--- config.mk ---
export PLATFORM = sky130hd
export DESIGN_NAME = video_pattern_gen
export DESIGN_NICKNAME = d
export VERILOG_FILES = /design/src/rtl/video_pattern_gen.sv
export SDC_FILE = /design/constraint.sdc
export NUM_CORES = 1
export LEC_CHECK = 0
export CORE_MARGIN = 5
export CORE_UTILIZATION = 52
export CTS_BUF_LIST = sky130_fd_sc_hd__clkbuf_8
export DETAILED_ROUTE_END_ITERATION = 10
export DONT_BUFFER_PORTS = 1
export PLACE_DENSITY = 0.73
export REMOVE_ABC_BUFFERS = 1
export SYNTH_ARGS = -nofsm -noshare
export SYNTH_HDL_FRONTEND = slang
export SYNTH_SLANG_ARGS = --single-unit
--- constraint.sdc ---
create_clock -name I_CLK -period 8.5 [get_ports I_CLK]
set_input_delay 0.425 -clock I_CLK [delete_from_list [all_inputs] [get_ports I_CLK]]
set_output_delay 0.425 -clock I_CLK [all_outputs]
set_load 0.01 [all_outputs]
--- src/rtl/video_pattern_gen.sv ---
// Programmable video timing generator with test patterns: sync/porch/active
// counters, a run/idle controller, and registered VSYNC/HSYNC/DEN/pixel outputs.
module video_pattern_gen #(
    parameter int PARAM_WIDTH = 16,
    parameter int DATA_WIDTH  = 8
) (
    input  logic                   I_CLK,
    input  logic                   I_RST,
    input  logic                   i_enable,
    input  logic [PARAM_WIDTH-1:0] i_hsw,
    input  logic [PARAM_WIDTH-1:0] i_hbp,
    input  logic [PARAM_WIDTH-1:0] i_hact,
    input  logic [PARAM_WIDTH-1:0] i_hfp,
    input  logic [PARAM_WIDTH-1:0] i_vsw,
    input  logic [PARAM_WIDTH-1:0] i_vbp,
    input  logic [PARAM_WIDTH-1:0] i_vact,
    input  logic [PARAM_WIDTH-1:0] i_vfp,
    input  logic [1:0]             i_pattern_sel,
    input  logic [DATA_WIDTH-1:0]  i_solid_value,
    output logic                   O_VSYNC,
    output logic                   O_HSYNC,
    output logic                   O_DEN,
    output logic [DATA_WIDTH-1:0]  O_DATA,
    output logic                   o_frame_done,
    output logic                   o_param_err
);

    localparam int CW = PARAM_WIDTH + 2;

    typedef enum logic {
        IDLE = 1'b0,
        RUN  = 1'b1
    } state_t;

    state_t state, state_nx;

    logic [PARAM_WIDTH-1:0] hsw_q, hbp_q, hact_q, hfp_q;
    logic [PARAM_WIDTH-1:0] vsw_q, vbp_q, vact_q, vfp_q;
    logic [1:0]             pattern_q;
    logic [DATA_WIDTH-1:0]  solid_q;

    logic [CW-1:0] h_cnt, v_cnt;
    logic [CW-1:0] h_act_start, h_act_end, h_total;
    logic [CW-1:0] v_act_start, v_act_end, v_total;

    logic params_ok, line_end, frame_end, load, reject;
    logic hs_t, vs_t, den_t;
    logic [DATA_WIDTH-1:0] x_px, y_px, pixel;

    // Two extra bits keep the four-field sums from overflowing.
    assign h_act_start = CW'(hsw_q) + CW'(hbp_q);
    assign h_act_end   = h_act_start + CW'(hact_q);
    assign h_total     = h_act_end + CW'(hfp_q);
    assign v_act_start = CW'(vsw_q) + CW'(vbp_q);
    assign v_act_end   = v_act_start + CW'(vact_q);
    assign v_total     = v_act_end + CW'(vfp_q);

    assign params_ok = (i_hsw != '0) && (i_hact != '0) && (i_vsw != '0) && (i_vact != '0);
    assign line_end  = (h_cnt == h_total - CW'(1));
    assign frame_end = line_end && (v_cnt == v_total - CW'(1));

    // NOTE: every signal driven here gets a default first so no latch is inferred.
    always_comb begin
        state_nx = state;
        load     = 1'b0;
        reject   = 1'b0;
        case (state)
            IDLE: begin
                if (i_enable) begin
                    if (params_ok) begin
                        state_nx = RUN;
                        load     = 1'b1;
                    end else begin
                        reject = 1'b1;
                    end
                end
            end
            RUN: begin
                if (frame_end) begin
                    if (i_enable && params_ok) begin
                        load = 1'b1;
                    end else begin
                        state_nx = IDLE;
                        reject   = i_enable;
                    end
                end
            end
            default: state_nx = IDLE;
        endcase
    end

    // NOTE: sequential state uses non-blocking assignments so all registers update together.
    always_ff @(posedge I_CLK) begin
        if (I_RST) state <= IDLE;
        else       state <= state_nx;
    end

    // Timing fields are sampled only at start and frame wrap, so mid-frame edits wait a frame.
    always_ff @(posedge I_CLK) begin
        if (I_RST) begin
            hsw_q     <= '0;
            hbp_q     <= '0;
            hact_q    <= '0;
            hfp_q     <= '0;
            vsw_q     <= '0;
            vbp_q     <= '0;
            vact_q    <= '0;
            vfp_q     <= '0;
            pattern_q <= '0;
            solid_q   <= '0;
        end else if (load) begin
            hsw_q     <= i_hsw;
            hbp_q     <= i_hbp;
            hact_q    <= i_hact;
            hfp_q     <= i_hfp;
            vsw_q     <= i_vsw;
            vbp_q     <= i_vbp;
            vact_q    <= i_vact;
            vfp_q     <= i_vfp;
            pattern_q <= i_pattern_sel;
            solid_q   <= i_solid_value;
        end
    end

    always_ff @(posedge I_CLK) begin
        if (I_RST || state != RUN) begin
            h_cnt <= '0;
            v_cnt <= '0;
        end else if (line_end) begin
            h_cnt <= '0;
            v_cnt <= frame_end ? '0 : v_cnt + CW'(1);
        end else begin
            h_cnt <= h_cnt + CW'(1);
        end
    end

    always_ff @(posedge I_CLK) begin
        if (I_RST)       o_param_err <= 1'b0;
        else if (reject) o_param_err <= 1'b1;
        else if (load)   o_param_err <= 1'b0;
    end

    assign hs_t  = (h_cnt < CW'(hsw_q));
    assign vs_t  = (v_cnt < CW'(vsw_q));
    assign den_t = (h_cnt >= h_act_start) && (h_cnt < h_act_end) &&
                   (v_cnt >= v_act_start) && (v_cnt < v_act_end);
    assign x_px  = DATA_WIDTH'(h_cnt - h_act_start);
    assign y_px  = DATA_WIDTH'(v_cnt - v_act_start);

    always_comb begin
        pixel = '0;
        case (pattern_q)
            2'd0:    pixel = solid_q;
            2'd1:    pixel = x_px;
            2'd2:    pixel = y_px;
            default: pixel = {DATA_WIDTH{x_px[3] ^ y_px[3]}};
        endcase
    end

    // Outputs lag the counters by exactly one cycle and are forced low outside RUN.
    always_ff @(posedge I_CLK) begin
        if (I_RST || state != RUN) begin
            O_HSYNC      <= 1'b0;
            O_VSYNC      <= 1'b0;
            O_DEN        <= 1'b0;
            O_DATA       <= '0;
            o_frame_done <= 1'b0;
        end else begin
            O_HSYNC      <= hs_t;
            O_VSYNC      <= vs_t;
            O_DEN        <= den_t;
            O_DATA       <= den_t ? pixel : '0;
            o_frame_done <= frame_end;
        end
    end

endmodule
==> Yosys cells after proc, flatten, opt, wreduce, memory -nomap -nowiden <==
Index checks and enable logic that the tools add are counted.
{ "totals": {"in_bits": 141, "wordCells": 77, "reg_bits": 188} }
{ "classes": {"bitwise": 3, "n_addsub": 12, "n_eq_ne": 4, "mux": 16, "n_lt_le_gt_ge": 6, "reduce_logical": 17} }
{ "op_table": {"columns": ["op", "n"], "rows": [
  ["$reduce_bool A16 Y1", 4],
  ["$add A17 B16 Y18", 2],
  ["$add A18 B1 Y18 const B", 2],
  ["$add A18 B16 Y18", 2],
  ["$eq A18 B18 Y1", 2],
  ["$ge A18 B17 Y1", 2],
  ["$lt A18 B16 Y1", 2],
  ["$lt A18 B18 Y1", 2],
  ["$sub A18 B1 Y18 const B", 2],
  ["$add A16 B16 Y17", 2],
  ["$pmux W8 S3", 1],
  ["$mux W18", 1],
  ["$sub A8 B8 Y8", 2],
  ["$mux W1", 11],
  ["$logic_and A1 B1 Y1", 8],
  ["$pmux W1 S2", 3],
  ["$reduce_or A2 Y1", 2],
  ["$eq A2 B1 Y1 const B", 1],
  ["$eq A2 B2 Y1 const B", 1],
  ["$logic_not A2 Y1", 1],
  ["$not A1 Y1", 2],
  ["$reduce_bool A2 Y1", 1],
  ["$logic_or A1 B1 Y1", 1],
  ["$xor A1 B1 Y1", 1]
]} }

==> Longest topological paths before layout <==
{ "logic_depth": {"depth_word": 10, "depth_mapped": 37, "depth_no_buf": 34} }

==> Least setup slack after synthesis <==
OpenSTA, ideal clock, no wires.
{ "synth_path": {"kind": "register to register", "from": "reg hsw_q[0]", "to": "reg pattern_q[0]", "path_slack_ps": 1502, "stages_incl_launch_ff": 38, "arrival_time_ps": 6871, "period_less_slack_ps": 6998, "setup_ps": 128, "cell_sequence": "dfxtp_1 -> ha_1 -> inv_1 -> fa_1 -> nor2b_1 -> o31a_1 -> o32ai_1 -> o21bai_1 -> a21oi_1 -> xnor2_1 -> ha_1 -> clkbuf_1 -> o21ai_0 -> nand2b_1 -> a31oi_1 -> o21ai_0 -> a21o_1 -> a21oi_1 -> [2 not listed] -> xor2_1 -> ha_1 -> inv_1 -> ha_1 -> xor2_1 -> nand2_1 -> o22a_1 -> o211ai_1 -> or4_1 -> or4b_4 -> nor4b_4 -> nand4_2 -> a21o_1 -> buf_2 -> buf_6 -> buf_6 -> mux2i_1 -> nor2_1"} }
{ "synth_between": {"elab_chain_len": 8} }
{ "synth_rtl": {"columns": ["item", "line_no", "source"], "rows": [
  ["start, declared", "37", "logic [PARAM_WIDTH-1:0] hsw_q, hbp_q, hact_q, hfp_q;"],
  ["start signal, assigned", "112", "hsw_q <= i_hsw;"],
  ["$add A16 B16 Y17", "51", "assign h_act_start = CW'(hsw_q) + CW'(hbp_q);"],
  ["$add A17 B16 Y18", "52", "assign h_act_end = h_act_start + CW'(hact_q);"],
  ["$add A18 B16 Y18", "53", "assign h_total = h_act_end + CW'(hfp_q);"],
  ["$sub A18 B1 Y18", "59", "assign line_end = (h_cnt == h_total - CW'(1));"],
  ["$eq A18 B18 Y1", "59", null],
  ["$logic_and A1 B1 Y1", "60", "assign frame_end = line_end && (v_cnt == v_total - CW'(1));"],
  ["$mux W1", "79", "if (frame_end) begin"],
  ["$pmux W1 S2", "67", "case (state)"],
  ["end signal, assigned", "120", "pattern_q <= i_pattern_sel;"],
  ["end, declared", "39", "logic [1:0] pattern_q;"]
]} }
Every way passes these cells.
A chain may end at the register's enable or synchronous reset.

==> Worst setup path after layout <==
{ "layout_path": {"from": "reg hsw_q[1]", "to": "reg solid_q[7]"} }
{ "layout_between": {"elab_chain_len": 8} }
{ "layout_rtl": {"columns": ["item", "line_no", "source"], "rows": [
  ["$add A16 B16 Y17", "51", null],
  ["$add A17 B16 Y18", "52", null],
  ["$add A18 B16 Y18", "53", null],
  ["$sub A18 B1 Y18", "59", null],
  ["$eq A18 B18 Y1", "59", null],
  ["$logic_and A1 B1 Y1", "60", null],
  ["$mux W1", "79", null],
  ["$pmux W1 S2", "67", null],
  ["end signal, assigned", "121", "solid_q <= i_solid_value;"],
  ["end, declared", "40", "logic [DATA_WIDTH-1:0] solid_q;"]
]} }
Every way passes these cells.

==> results.cfg <==
[outcome]
outcome = completed

[route]
drt_iter0_markers = 945
wirelength_um = 39900
drc = 0
drt-vias-per-instance = 5.76
highest_layer = met5
vias = 12600
wl_met3_um = 2960
wire_per_inst_um = 18.2
dr.pass1.iters = 6
wl_met2_um = 17000
antenna_left = 0
wl_met1_um = 19000

[placement]
io_buffers = 0
dpl_cell_area_mm2 = 0.0156
dp_hpwl_um = 31700
dp_cells = 2152
gp_congestion = 0.944

[synth]
synth_edf_count = 0
synthArstFlopShare_pct = 0
synth_warnings = 0
synth_seq_area_share_pct = 24.6
yosysUniqueCellTypes = 74
ys_seq_elements = 188
avgSynthCellArea_um2 = 8.43
synthFlopType = dfxtp_1
synth_area_mm2 = 0.0153
synth_cells = 1814

[clock_network]
cts_root_buf = clkbuf_8
cts_tree = done
numCtsBuffers = 17
clock-sinks = 188
clkLatencyLatePin_ps = 500
h-tree-depth = 4
cts.path.max_buffers = 2
clk_pin_slew_ps = 110

[timing]
setup_viol = 0
relSlewSlack_pct = 26.6
timing.hold.ws_ps = 57.7
worst_slew_pin_slew_ps = 1090
slew_violations = 0
fmax_mhz = 127
fin_crit_sh_pct = 92.8
finalHoldViolations = 0
finClkSkew_ps = 17.3
rsz0062_at_grt = no
setup_tns_ps = 0
post-route-min-period_ps = 7890

[die]
design.die.area_mm2 = 0.0329
core_area_mm2 = 0.0289
initial_utilization_pct = 53.0
die_width_um = 181
ios = 154
die_y_um = 181
placementRows = 62

[critical_path]
cp_slowest_cell = or4b_4
setup.worst_path.class = reg -> reg
worst-path-max-fanout = 47
slowest_delay_ps = 510
crit_path_end_kind = flop
critPathRequiredTime_ps = 8880
critPathLaunchType = flop
cp.arrival_ps = 8260

[layout]
areaGrowthSynthToFinish_pct = 4.58
drive_gt1_share_pct = 3.44
mostFrequentLayoutCells = nor2_1 (224), ha_1 (212), dfxtp_1 (188), inv_1 (188), mux2i_1 (148)
final_nets = 2151
final_common_cell = nor2_1
final_cells = 2186
stdcell_area_mm2 = 0.0160
n_antenna_cell = 0

[flow_run]
maxCapViolations = 0

[global_routing]
track_usage_pct = 23.7
overflow = 0
grt_pass1_wl_um = 63400
grt_pass1_vias = 12000
grt_max_degree = 92
antenna_found_initial = 1

[power]
power_density_mw_per_mm2 = 190
p_leak_nw = 7.63
peakVddDrop_v = 0.000105

[worst_hold_path]
hold_class = in -> reg
==> through the flow <==
step	total power, mW	utilization (%)	worst slack (ps)
after floorplan	2.14	-	-1530
after global placement	2.39	53.9	842
after detailed placement	2.41	53.9	663
after CTS	3.04	55.4	568
after global routing	3.27	55.4	2.10
final	3.03	55.4	613
==> repair_timing <==
action / in CTS / in global routing
hold endpoints to repair: 91 / 0
setup endpoints to repair: 0 / 120
gates resized for setup: 0 / 1
hold buffers: 3 / 0
setup buffers: 0 / 0
==> layer usage <==
| layer | track usage, % | vias to the layer above |
|---|---|---|
| met5 | 0 | - |
| met4 | 6.96 | 2 |
| met3 | 5.70 | 61 |
| met2 | 35.8 | 386 |
| met1 | 33.7 | 5849 |
| li1 | - | 6296 |
==> critical path, delay by kind of cell (launching register included) <==
| family | cells | cell delay, ps |
|---|---|---|
| compound gates | 15 | 2730 |
| xor+xnor | 3 | 730 |
| fa+ha+maj | 4 | 1230 |
| buf+inv | 2 | 310 |
| flops | 1 | 350 |
| mux | 1 | 220 |
| simple gates | 9 | 2140 |
==> state kept, by name, summed over array words and instances, names as in the netlist, 2 cells and up <==
| signal | count |
|---|---|
| O_DATA | 8 |
| h_cnt | 18 |
| hact_q | 16 |
| hbp_q | 16 |
| hfp_q | 16 |
| hsw_q | 16 |
| pattern_q | 2 |
| solid_q | 8 |
| v_cnt | 18 |
| vact_q | 16 |
| vbp_q | 16 |
| vfp_q | 16 |
| vsw_q | 16 |
==> layout make-up <==
class / instances / area, µm²
Clock buffer: 20 / 275
Clock inverter: 11 / 98.8
Fill cell: 2695 / 12900
Inverter: 188 / 706
Multi-Input combinational cell: 1386 / 10500
Sequential cell: 188 / 3760
Tap cell: 384 / 480
Timing Repair Buffer: 9 / 128
==> final timing paths <==
kind,start,endpoint,slack [ps],cells after the start
worst max-delay path,hsw_q[1],solid_q[7],610,34
worst min register to register,hfp_q[3],hfp_q[3],500,2
worst min-delay path,i_vact[1],vact_q[1],60,2
worst max register to register,hsw_q[1],solid_q[7],610,34
==> cells in the mapped netlist (all sizes together) (8+ instances only) <==
library cell,instances,share of area [%]
nand2,76,1.9
nand3,40,1.3
dfxtp,188,25
nor2,224,5.5
and2,16,0.65
a21o,42,2.1
and3,25,1.0
o21a,18,0.88
clkbuf,34,0.83
o21bai,23,1.1
nor2b,13,0.53
o211ai,11,0.54
xor2,70,4.0
buf,18,1.1
nand2b,24,0.98
nand4,25,1.1
xnor2,92,5.3
o21ai,58,1.9
nor4,26,1.1
fa,8,1.0
o2111ai,8,0.46
mux2i,148,9.7
a21oi,90,2.9
inv,188,4.6
nor3,21,0.69
ha,212,17
==> report_power, final <==
group / switching, mW / internal [mW] / total [mW]
clock network: 0.364 / 0.234 / 0.598
registers: 0.0369 / 0.923 / 0.960
logic: 0.846 / 0.630 / 1.48
total: 1.25 / 1.79 / 3.03
==> kinds of logic after synthesis <==
kind of cell / share of synthesized area [%]
xor+xnor: 9.57
buf+inv: 6.55
compound gates: 14.5
mux: 9.84
flops: 24.6
simple gates: 16.2
fa+ha+maj: 18.7
Power figures use the tool's default switching activity.
